<file path="config.mk">
export PLATFORM = sky130hd
export DESIGN_NAME = mult_seq_ctrl_flat
export DESIGN_NICKNAME = d
export VERILOG_FILES = /design/src/rtl/mult_seq_ctrl_if.sv /design/src/rtl/mult_seq_ctrl.sv /design/src/flat_wrapper.sv
export SDC_FILE = /design/constraint.sdc
export NUM_CORES = 1
export LEC_CHECK = 0
export CELL_PAD_IN_SITES_DETAIL_PLACEMENT = 0
export CELL_PAD_IN_SITES_GLOBAL_PLACEMENT = 1
export CORE_ASPECT_RATIO = 0.9
export CORE_MARGIN = 2
export CORE_UTILIZATION = 25
export CTS_BUF_LIST = sky130_fd_sc_hd__clkbuf_4 sky130_fd_sc_hd__clkbuf_8 sky130_fd_sc_hd__clkbuf_16
export CTS_CLUSTER_DIAMETER = 40
export CTS_CLUSTER_SIZE = 40
export DETAILED_ROUTE_END_ITERATION = 7
export GPL_ROUTABILITY_DRIVEN = 1
export GPL_TIMING_DRIVEN = 0
export PLACE_DENSITY_LB_ADDON = 0.12
export SLEW_MARGIN = 5
export SYNTH_ARGS = -nofsm -noshare
export SYNTH_HDL_FRONTEND = slang
export SYNTH_SLANG_ARGS = --single-unit
</file>
<file path="constraint.sdc">
create_clock -name clk -period 9.42 [get_ports clk]
set_clock_uncertainty 0.2 [all_clocks]
set_input_delay 2.826 -clock clk [delete_from_list [all_inputs] [get_ports clk]]
set_output_delay 2.826 -clock clk [all_outputs]
set_load 0.02 [all_outputs]
</file>
<file path="src/rtl/mult_seq_ctrl_if.sv">
// Request/response and shared-multiplier signals for mult_seq_ctrl.
// slave = sequencer side; master = requester plus the external N x N multiplier.
interface mult_seq_ctrl_if #(
  parameter int N = 4
);
  localparam int OP_W  = 2*N;
  localparam int RES_W = 4*N;

  logic             start;
  logic [OP_W-1:0]  op_a;
  logic [OP_W-1:0]  op_b;
  logic             ready;
  logic             done;
  logic [RES_W-1:0] result;
  logic [N-1:0]     mult_dataa;
  logic [N-1:0]     mult_datab;
  logic [2*N-1:0]   mult_product;

  modport slave (
    input  start, op_a, op_b, mult_product,
    output ready, done, result, mult_dataa, mult_datab
  );

  modport master (
    output start, op_a, op_b, mult_product,
    input  ready, done, result, mult_dataa, mult_datab
  );
endinterface

</file>
<file path="src/rtl/mult_seq_ctrl.sv">
// 2N x 2N multiply sequenced over four passes of one external N x N multiplier.
// Define MULT_SEQ_SIGNED_EN for two's-complement operands (sign-magnitude around the unsigned core).
module mult_seq_ctrl #(
  parameter int N = 4
) (
  input  logic          clk,
  input  logic          reset_n,
  mult_seq_ctrl_if.slave bus
);
  localparam int OP_W  = 2*N;
  localparam int RES_W = 4*N;

  typedef enum logic [1:0] {IDLE = 2'd0, CALC = 2'd1, DONE = 2'd2} state_t;

  state_t           state_q, state_d;
  logic [1:0]       step_q, step_d;
  logic [OP_W-1:0]  a_q, a_d, b_q, b_d;
  logic [RES_W-1:0] acc_q, acc_d, res_q, res_d;
  logic [N-1:0]     a_sl, b_sl;
  logic [RES_W-1:0] prod_ext, prod_sh, sum;

`ifdef MULT_SEQ_SIGNED_EN
  logic             neg_q, neg_d;
  logic [OP_W-1:0]  a_abs, b_abs;
  // -2^(OP_W-1) negates to itself, which read unsigned is the correct magnitude
  assign a_abs = bus.op_a[OP_W-1] ? -bus.op_a : bus.op_a;
  assign b_abs = bus.op_b[OP_W-1] ? -bus.op_b : bus.op_b;
`endif

  // step[0] picks the A half, step[1] the B half
  assign a_sl = step_q[0] ? a_q[OP_W-1:N] : a_q[N-1:0];
  assign b_sl = step_q[1] ? b_q[OP_W-1:N] : b_q[N-1:0];

  assign bus.mult_dataa = (state_q == CALC) ? a_sl : '0;
  assign bus.mult_datab = (state_q == CALC) ? b_sl : '0;
  assign bus.ready      = (state_q == IDLE);
  assign bus.done       = (state_q == DONE);
  assign bus.result     = res_q;

  always_comb begin
    prod_ext = {{(RES_W-2*N){1'b0}}, bus.mult_product};
    case (step_q)
      2'd0:    prod_sh = prod_ext;
      2'd3:    prod_sh = prod_ext << (2*N);
      default: prod_sh = prod_ext << N;
    endcase
    sum = (step_q == 2'd0) ? prod_ext : acc_q + prod_sh;
  end

  always_comb begin
    state_d = state_q;
    step_d  = step_q;
    a_d     = a_q;
    b_d     = b_q;
    acc_d   = acc_q;
    res_d   = res_q;
`ifdef MULT_SEQ_SIGNED_EN
    neg_d   = neg_q;
`endif
    case (state_q)
      IDLE: begin
        if (bus.start) begin
`ifdef MULT_SEQ_SIGNED_EN
          a_d   = a_abs;
          b_d   = b_abs;
          neg_d = bus.op_a[OP_W-1] ^ bus.op_b[OP_W-1];
`else
          a_d   = bus.op_a;
          b_d   = bus.op_b;
`endif
          step_d  = 2'd0;
          state_d = CALC;
        end
      end
      CALC: begin
        acc_d  = sum;
        step_d = step_q + 2'd1;
        if (step_q == 2'd3) begin
          state_d = DONE;
`ifdef MULT_SEQ_SIGNED_EN
          res_d   = neg_q ? -sum : sum;
`else
          res_d   = sum;
`endif
        end
      end
      DONE:    state_d = IDLE;
      default: state_d = IDLE;
    endcase
  end

  always_ff @(posedge clk or negedge reset_n) begin
    if (!reset_n) begin
      state_q <= IDLE;
      step_q  <= 2'd0;
      a_q     <= '0;
      b_q     <= '0;
      acc_q   <= '0;
      res_q   <= '0;
`ifdef MULT_SEQ_SIGNED_EN
      neg_q   <= 1'b0;
`endif
    end else begin
      state_q <= state_d;
      step_q  <= step_d;
      a_q     <= a_d;
      b_q     <= b_d;
      acc_q   <= acc_d;
      res_q   <= res_d;
`ifdef MULT_SEQ_SIGNED_EN
      neg_q   <= neg_d;
`endif
    end
  end
endmodule

</file>
<file path="src/flat_wrapper.sv">
// flat-port wrapper written by rule: the top's interface ports become plain ports
module mult_seq_ctrl_flat 
#(
  parameter int N = 4
)
  (clk, reset_n, bus_start, bus_op_a, bus_op_b, bus_mult_product, bus_ready, bus_done, bus_result, bus_mult_dataa, bus_mult_datab);
  mult_seq_ctrl_if #(.N(N)) bus_i ();
  input  logic clk;
  input  logic reset_n;
  input wire logic [$bits(bus_i.start)-1:0] bus_start;
  input wire logic [$bits(bus_i.op_a)-1:0] bus_op_a;
  input wire logic [$bits(bus_i.op_b)-1:0] bus_op_b;
  input wire logic [$bits(bus_i.mult_product)-1:0] bus_mult_product;
  output wire logic [$bits(bus_i.ready)-1:0] bus_ready;
  output wire logic [$bits(bus_i.done)-1:0] bus_done;
  output wire logic [$bits(bus_i.result)-1:0] bus_result;
  output wire logic [$bits(bus_i.mult_dataa)-1:0] bus_mult_dataa;
  output wire logic [$bits(bus_i.mult_datab)-1:0] bus_mult_datab;
  assign bus_i.start = bus_start;
  assign bus_i.op_a = bus_op_a;
  assign bus_i.op_b = bus_op_b;
  assign bus_i.mult_product = bus_mult_product;
  assign bus_ready = bus_i.ready;
  assign bus_done = bus_i.done;
  assign bus_result = bus_i.result;
  assign bus_mult_dataa = bus_i.mult_dataa;
  assign bus_mult_datab = bus_i.mult_datab;
  mult_seq_ctrl #(.N(N)) u_core (.clk(clk), .reset_n(reset_n), .bus(bus_i));
endmodule
</file>
* After elaboration in Yosys (flattened, before gate mapping)
Index checks and enable logic that the tools add are counted.
W data, S select, Z words.
** Storage, ports and cells
- Bits in registers :: 52
- Logic and storage cells :: 31
** Cells by class
- Equality and inequality tests :: 5
- Reduce and logical (&&, ||, !) cells :: 7
- Multiplexer cells :: 11
- Add/sub/neg operators :: 2
** Operators by type and width (number)
- $pmux W16 S2 :: 1
- $add A16 B16 Y16 :: 1
- $mux W16 :: 1
- $mux W4 :: 4
- $pmux W2 S2 :: 2
- $reduce_and A2 Y1 :: 4
- $mux W2 :: 3
- $eq A2 B2 Y1 const B :: 2
- $logic_not A2 Y1 :: 2
- $ne A2 B2 Y1 const B :: 2
- $add A2 B1 Y2 const B :: 1
- $eq A2 B1 Y1 const B :: 1
- $reduce_bool A2 Y1 :: 1

* Depth between registers and ports, before layout
- Depth in word-level cells :: 4
- Depth in mapped cells :: 14
- Mapped depth without buffers :: 10

* Least setup slack after synthesis
OpenSTA, ideal clock, no wires.
- Path type :: input-to-reg
- Start point :: in bus_mult_product[1]
- End point :: reg u_core.res_q[8], in the netlist u_core.bus.result[8]
- Setup slack :: 4.783 ns
- Library setup time :: 0.126 ns
- Required time :: 9.094 ns
- Path buffers :: 0
- Stages on the path :: 7
- Data arrival time :: 4.311 ns
- Cell sequence :: and2_1 fa_1 a21o_1 and4_4 nor2_2 o21ai_0 a221o_1
** Between the ends
- Longest elaborated chain between the ends :: 3
** Ends and longest elaborated chain
- from (decl) :: RTL line flat_wrapper.sv:13 : input wire logic [$bits(bus_i.mult_product)-1:0] bus_mult_product;
- $pmux W16 S2 :: RTL line mult_seq_ctrl.sv:42 : case (step_q)
- $add A16 B16 Y16 :: RTL line mult_seq_ctrl.sv:47 : sum = (step_q == 2'd0) ? prod_ext : acc_q + prod_sh;
- $mux W16 :: RTL line mult_seq_ctrl.sv:47
- to (signal assigned) :: RTL line mult_seq_ctrl.sv:109 : res_q <= res_d;
- to (decl) :: RTL line mult_seq_ctrl.sv:18 : logic [RES_W-1:0] acc_q, acc_d, res_q, res_d;
No other way between the ends.
A chain may end at the register's enable or synchronous reset.

* Worst setup path in the final report
- Start point :: reg u_core.state_q[1]
- End point :: out bus_mult_dataa[3]
** Between the ends
- Longest elaborated chain between the ends :: 2
** Ends and longest elaborated chain
- from (decl) :: RTL line mult_seq_ctrl.sv:15 : state_t state_q, state_d;
- from (signal assigned) :: RTL line mult_seq_ctrl.sv:104 : state_q <= state_d;
- $eq A2 B1 Y1 :: RTL line mult_seq_ctrl.sv:34 : assign bus.mult_dataa = (state_q == CALC) ? a_sl : '0;
- $mux W4 :: RTL line mult_seq_ctrl.sv:34
- to (decl) :: RTL line flat_wrapper.sv:17 : output wire logic [$bits(bus_i.mult_dataa)-1:0] bus_mult_dataa;
No other way between the ends.

==> qor.txt <==
hold_sp -> u_core.a_q[0]
Core Region -> 13360 um2
initial core utilization -> 0.2561
Levels on crit path -> 5
clk buf depth -> 2
Setup TNS -> 0 ps
Worst Path Required -> 6390 ps
Final Setup Violations -> 0
chip width -> 127.3 um
static leakage -> 1.901 nW
share of cells above drive strength 1 -> 0.08155
cell family with most CP delay -> buffers and inverters
final core utilization -> 0.3233
Avg WL per Cell -> 17.30 um
htree depth -> 2
critical path, cell by cell -> or2b_2 -> clkbuf_8 -> clkbuf_1 -> nor2_1 -> clkdlybuf4s50_1
io pins -> 53
flops & latches, synth -> 52
Worst R2R Setup Slack -> 5610 ps
most frequent cells in the layout -> nand2_1, dfrtp_1, clkdlybuf4s50_1, o21ai_0, nor2_1
CP endpoint kind -> primary output
total of max-cap violations -> 0
Net Count, Synth -> 450
PortBufs -> 52
CP bufs+invs -> 3
worst vdd ir -> 0.09607 mV
Post-CTS Setup Bufs -> 0
Netlist cell types -> 62
CTS tree -> built
Hold Vio Cnt, Final -> 0
Initial DRC Count -> 241
Worst-path clk slew -> 80 ps
path depth of the worst reg2reg path -> 11
vias in the first global route -> 3207
Vias/cell -> 4.931
Worst Tran Pin Value -> 1101 ps
routability cong. -> 0.8177
status -> completed
PD cells -> 394.9 nW/um2
via count -> 3126
Diodes inserted -> 0
Chip Height -> 115.0 um
DIE AREA -> 14640 um2
CP startpoint -> u_core.state_q[1]
Post-synth EDFFs -> 0
RSZ-0062 raised after global routing -> false
synthesis warning total -> 0
ANT nets after route -> 0
clk_lat worst skew -> 310 ps
HPWL after DPL -> 8105 um
Hold Path Class -> flop to flop
crit path time final -> 5350 ps
# resized after CTS -> 0
Top FF cell, synth -> dfrtp_1
Crit Path Max Fanout -> 10
clock root buffer -> clkbuf_16
Synth async-reset ratio -> 1.000
Slowest-stage cell, CP -> clkdlybuf4s50_1
worst path arrival time -> 2320 ps
relative slew slack -> 0.2641
Total Wirelength -> 10970 um
mapped cell area -> 3422 um2
Critical Path Sink -> bus_mult_dataa[3]
synthesized area per cell -> 8.449 um2
WHS -> 277.4 ps
Clock Sinks -> 52
total grt overflow -> 0
FMAX -> 186.9 MHz
Area Growth Syn to Fin -> 26.25%
hold buffers post-CTS -> 0
initial antenna violation count -> 0
first-pass GRT wire length -> 17450 um
num rows -> 40
register area share after synthesis -> 0.3803
Pre-antenna DRT Iters -> 4
fin crit share -> 0.5679
commonest non-fill, non-tap cell in the layout -> nand2_1
gr usage total -> 0.1552
FF-to-FF Start -> u_core.step_q[0]
slowest stage delay, CP -> 630 ps
Setup CP Type -> flop to primary output
number of nets in the layout -> 510
Post-Synthesis Cells -> 405
Slew Viols, Final -> 0
RR Endpoint -> u_core.bus.result[15]
DRC -> 0
CTS Buf Count -> 5
largest net degree at the start of global routing -> 35
Worst setup SP type -> flop
-- worst min-delay path, cell delays in order, from the launching register on --
cell and delay (ps):
dfrtp_1 340, nand2_1 50, nand2_1 60
-- layer usage --
layer  wire length (um)  global-route usage  up-vias
met3                478             0.03071        8
met1               5461              0.2098     1508
met4                 98             0.04103        0
li1                   -                   -     1547
met2               4927              0.2553       63
met5                  0                   0        -
-- per-stage QoR --
stage / instance area, um2 / setup WS (ps) / total power, mW / std cells
final: 4320 / 4070 / 1.706 / 634
after global routing: 4320 / 3812 / 1.862 / 634
after CTS: 4320 / 4057 / 1.725 / 634
after detailed placement: 4168 / 3830 / 1.513 / 626
after global placement: 4153 / 3432 / 1.503 / 625
after floorplan: 3422 / 4783 / 1.144 / 405
-- flip-flops by register name (all words and copies together), names as in the netlist --
| signal | cells |
|---|---|
| u_core.a_q | 8 |
| u_core.acc_q | 16 |
| u_core.state_q | 2 |
| u_core.step_q | 2 |
| u_core.bus.result | 16 |
| u_core.b_q | 8 |
-- cells by family after synthesis --
group	after synthesis	share of synthesized area
and+or+nand+nor	182	0.2417
AOI/OAI and AO/OA	102	0.2110
muxes	13	0.03839
DFF	52	0.3803
xor gates and xnor gates	6	0.01536
adders and majority gates	18	0.06801
buffers and inverters	32	0.04534
-- cell usage after synthesis (3+ instances only) --
master      n  area (um2)
a21boi_0    3       22.52
a21oi_1    18       90.09
a22oi_1     3       22.52
and2_1     12       75.07
buf_2       4       20.02
clkbuf_1   13       48.80
dfrtp_1    52        1301
ha_1       17       212.7
inv_1       9       33.78
mux2i_1    12       120.1
nand2_1   107       401.6
nand3_1    11       55.05
nand4_1     5       31.28
nor2_1     23       86.33
nor3_1      6       30.03
o211ai_1    7       52.55
o21a_1      4       30.03
o21ai_0    31       155.2
o31ai_1     5       37.54
xnor2_1     3       26.28
xor2_1      3       26.28
-- worst min path at each step --
stage / endpoint / slack [ps] / cells past startpoint
floorplan: u_core.a_q[0] / 240 / 2
global route: u_core.a_q[6] / 300 / 2
detailed placement: u_core.a_q[3] / 260 / 2
finish: u_core.a_q[0] / 280 / 2
global placement: u_core.a_q[3] / 260 / 2
CTS: u_core.a_q[3] / 280 / 2
-- power breakdown --
group	internal, mW	total (mW)	switching [mW]
Sequential	0.330	0.392	0.0621
Combinational	0.425	1.11	0.687
Clock	0.107	0.202	0.0955
Total	0.861	1.71	0.845
-- area by class of cell --
| cell class | count | area (um2) |
|---|---|---|
| Inverter | 10 | 37.54 |
| Sequential cell | 52 | 1301 |
| Multi-Input combinational cell | 321 | 1966 |
| Buffer | 22 | 117.6 |
| Timing Repair Buffer | 53 | 535.5 |
| Fill cell | 1446 | 9042 |
| Tap cell | 168 | 210.2 |
| Clock buffer | 6 | 138.9 |
| Clock inverter | 2 | 13.76 |
(Power assumes the default switching activity.)
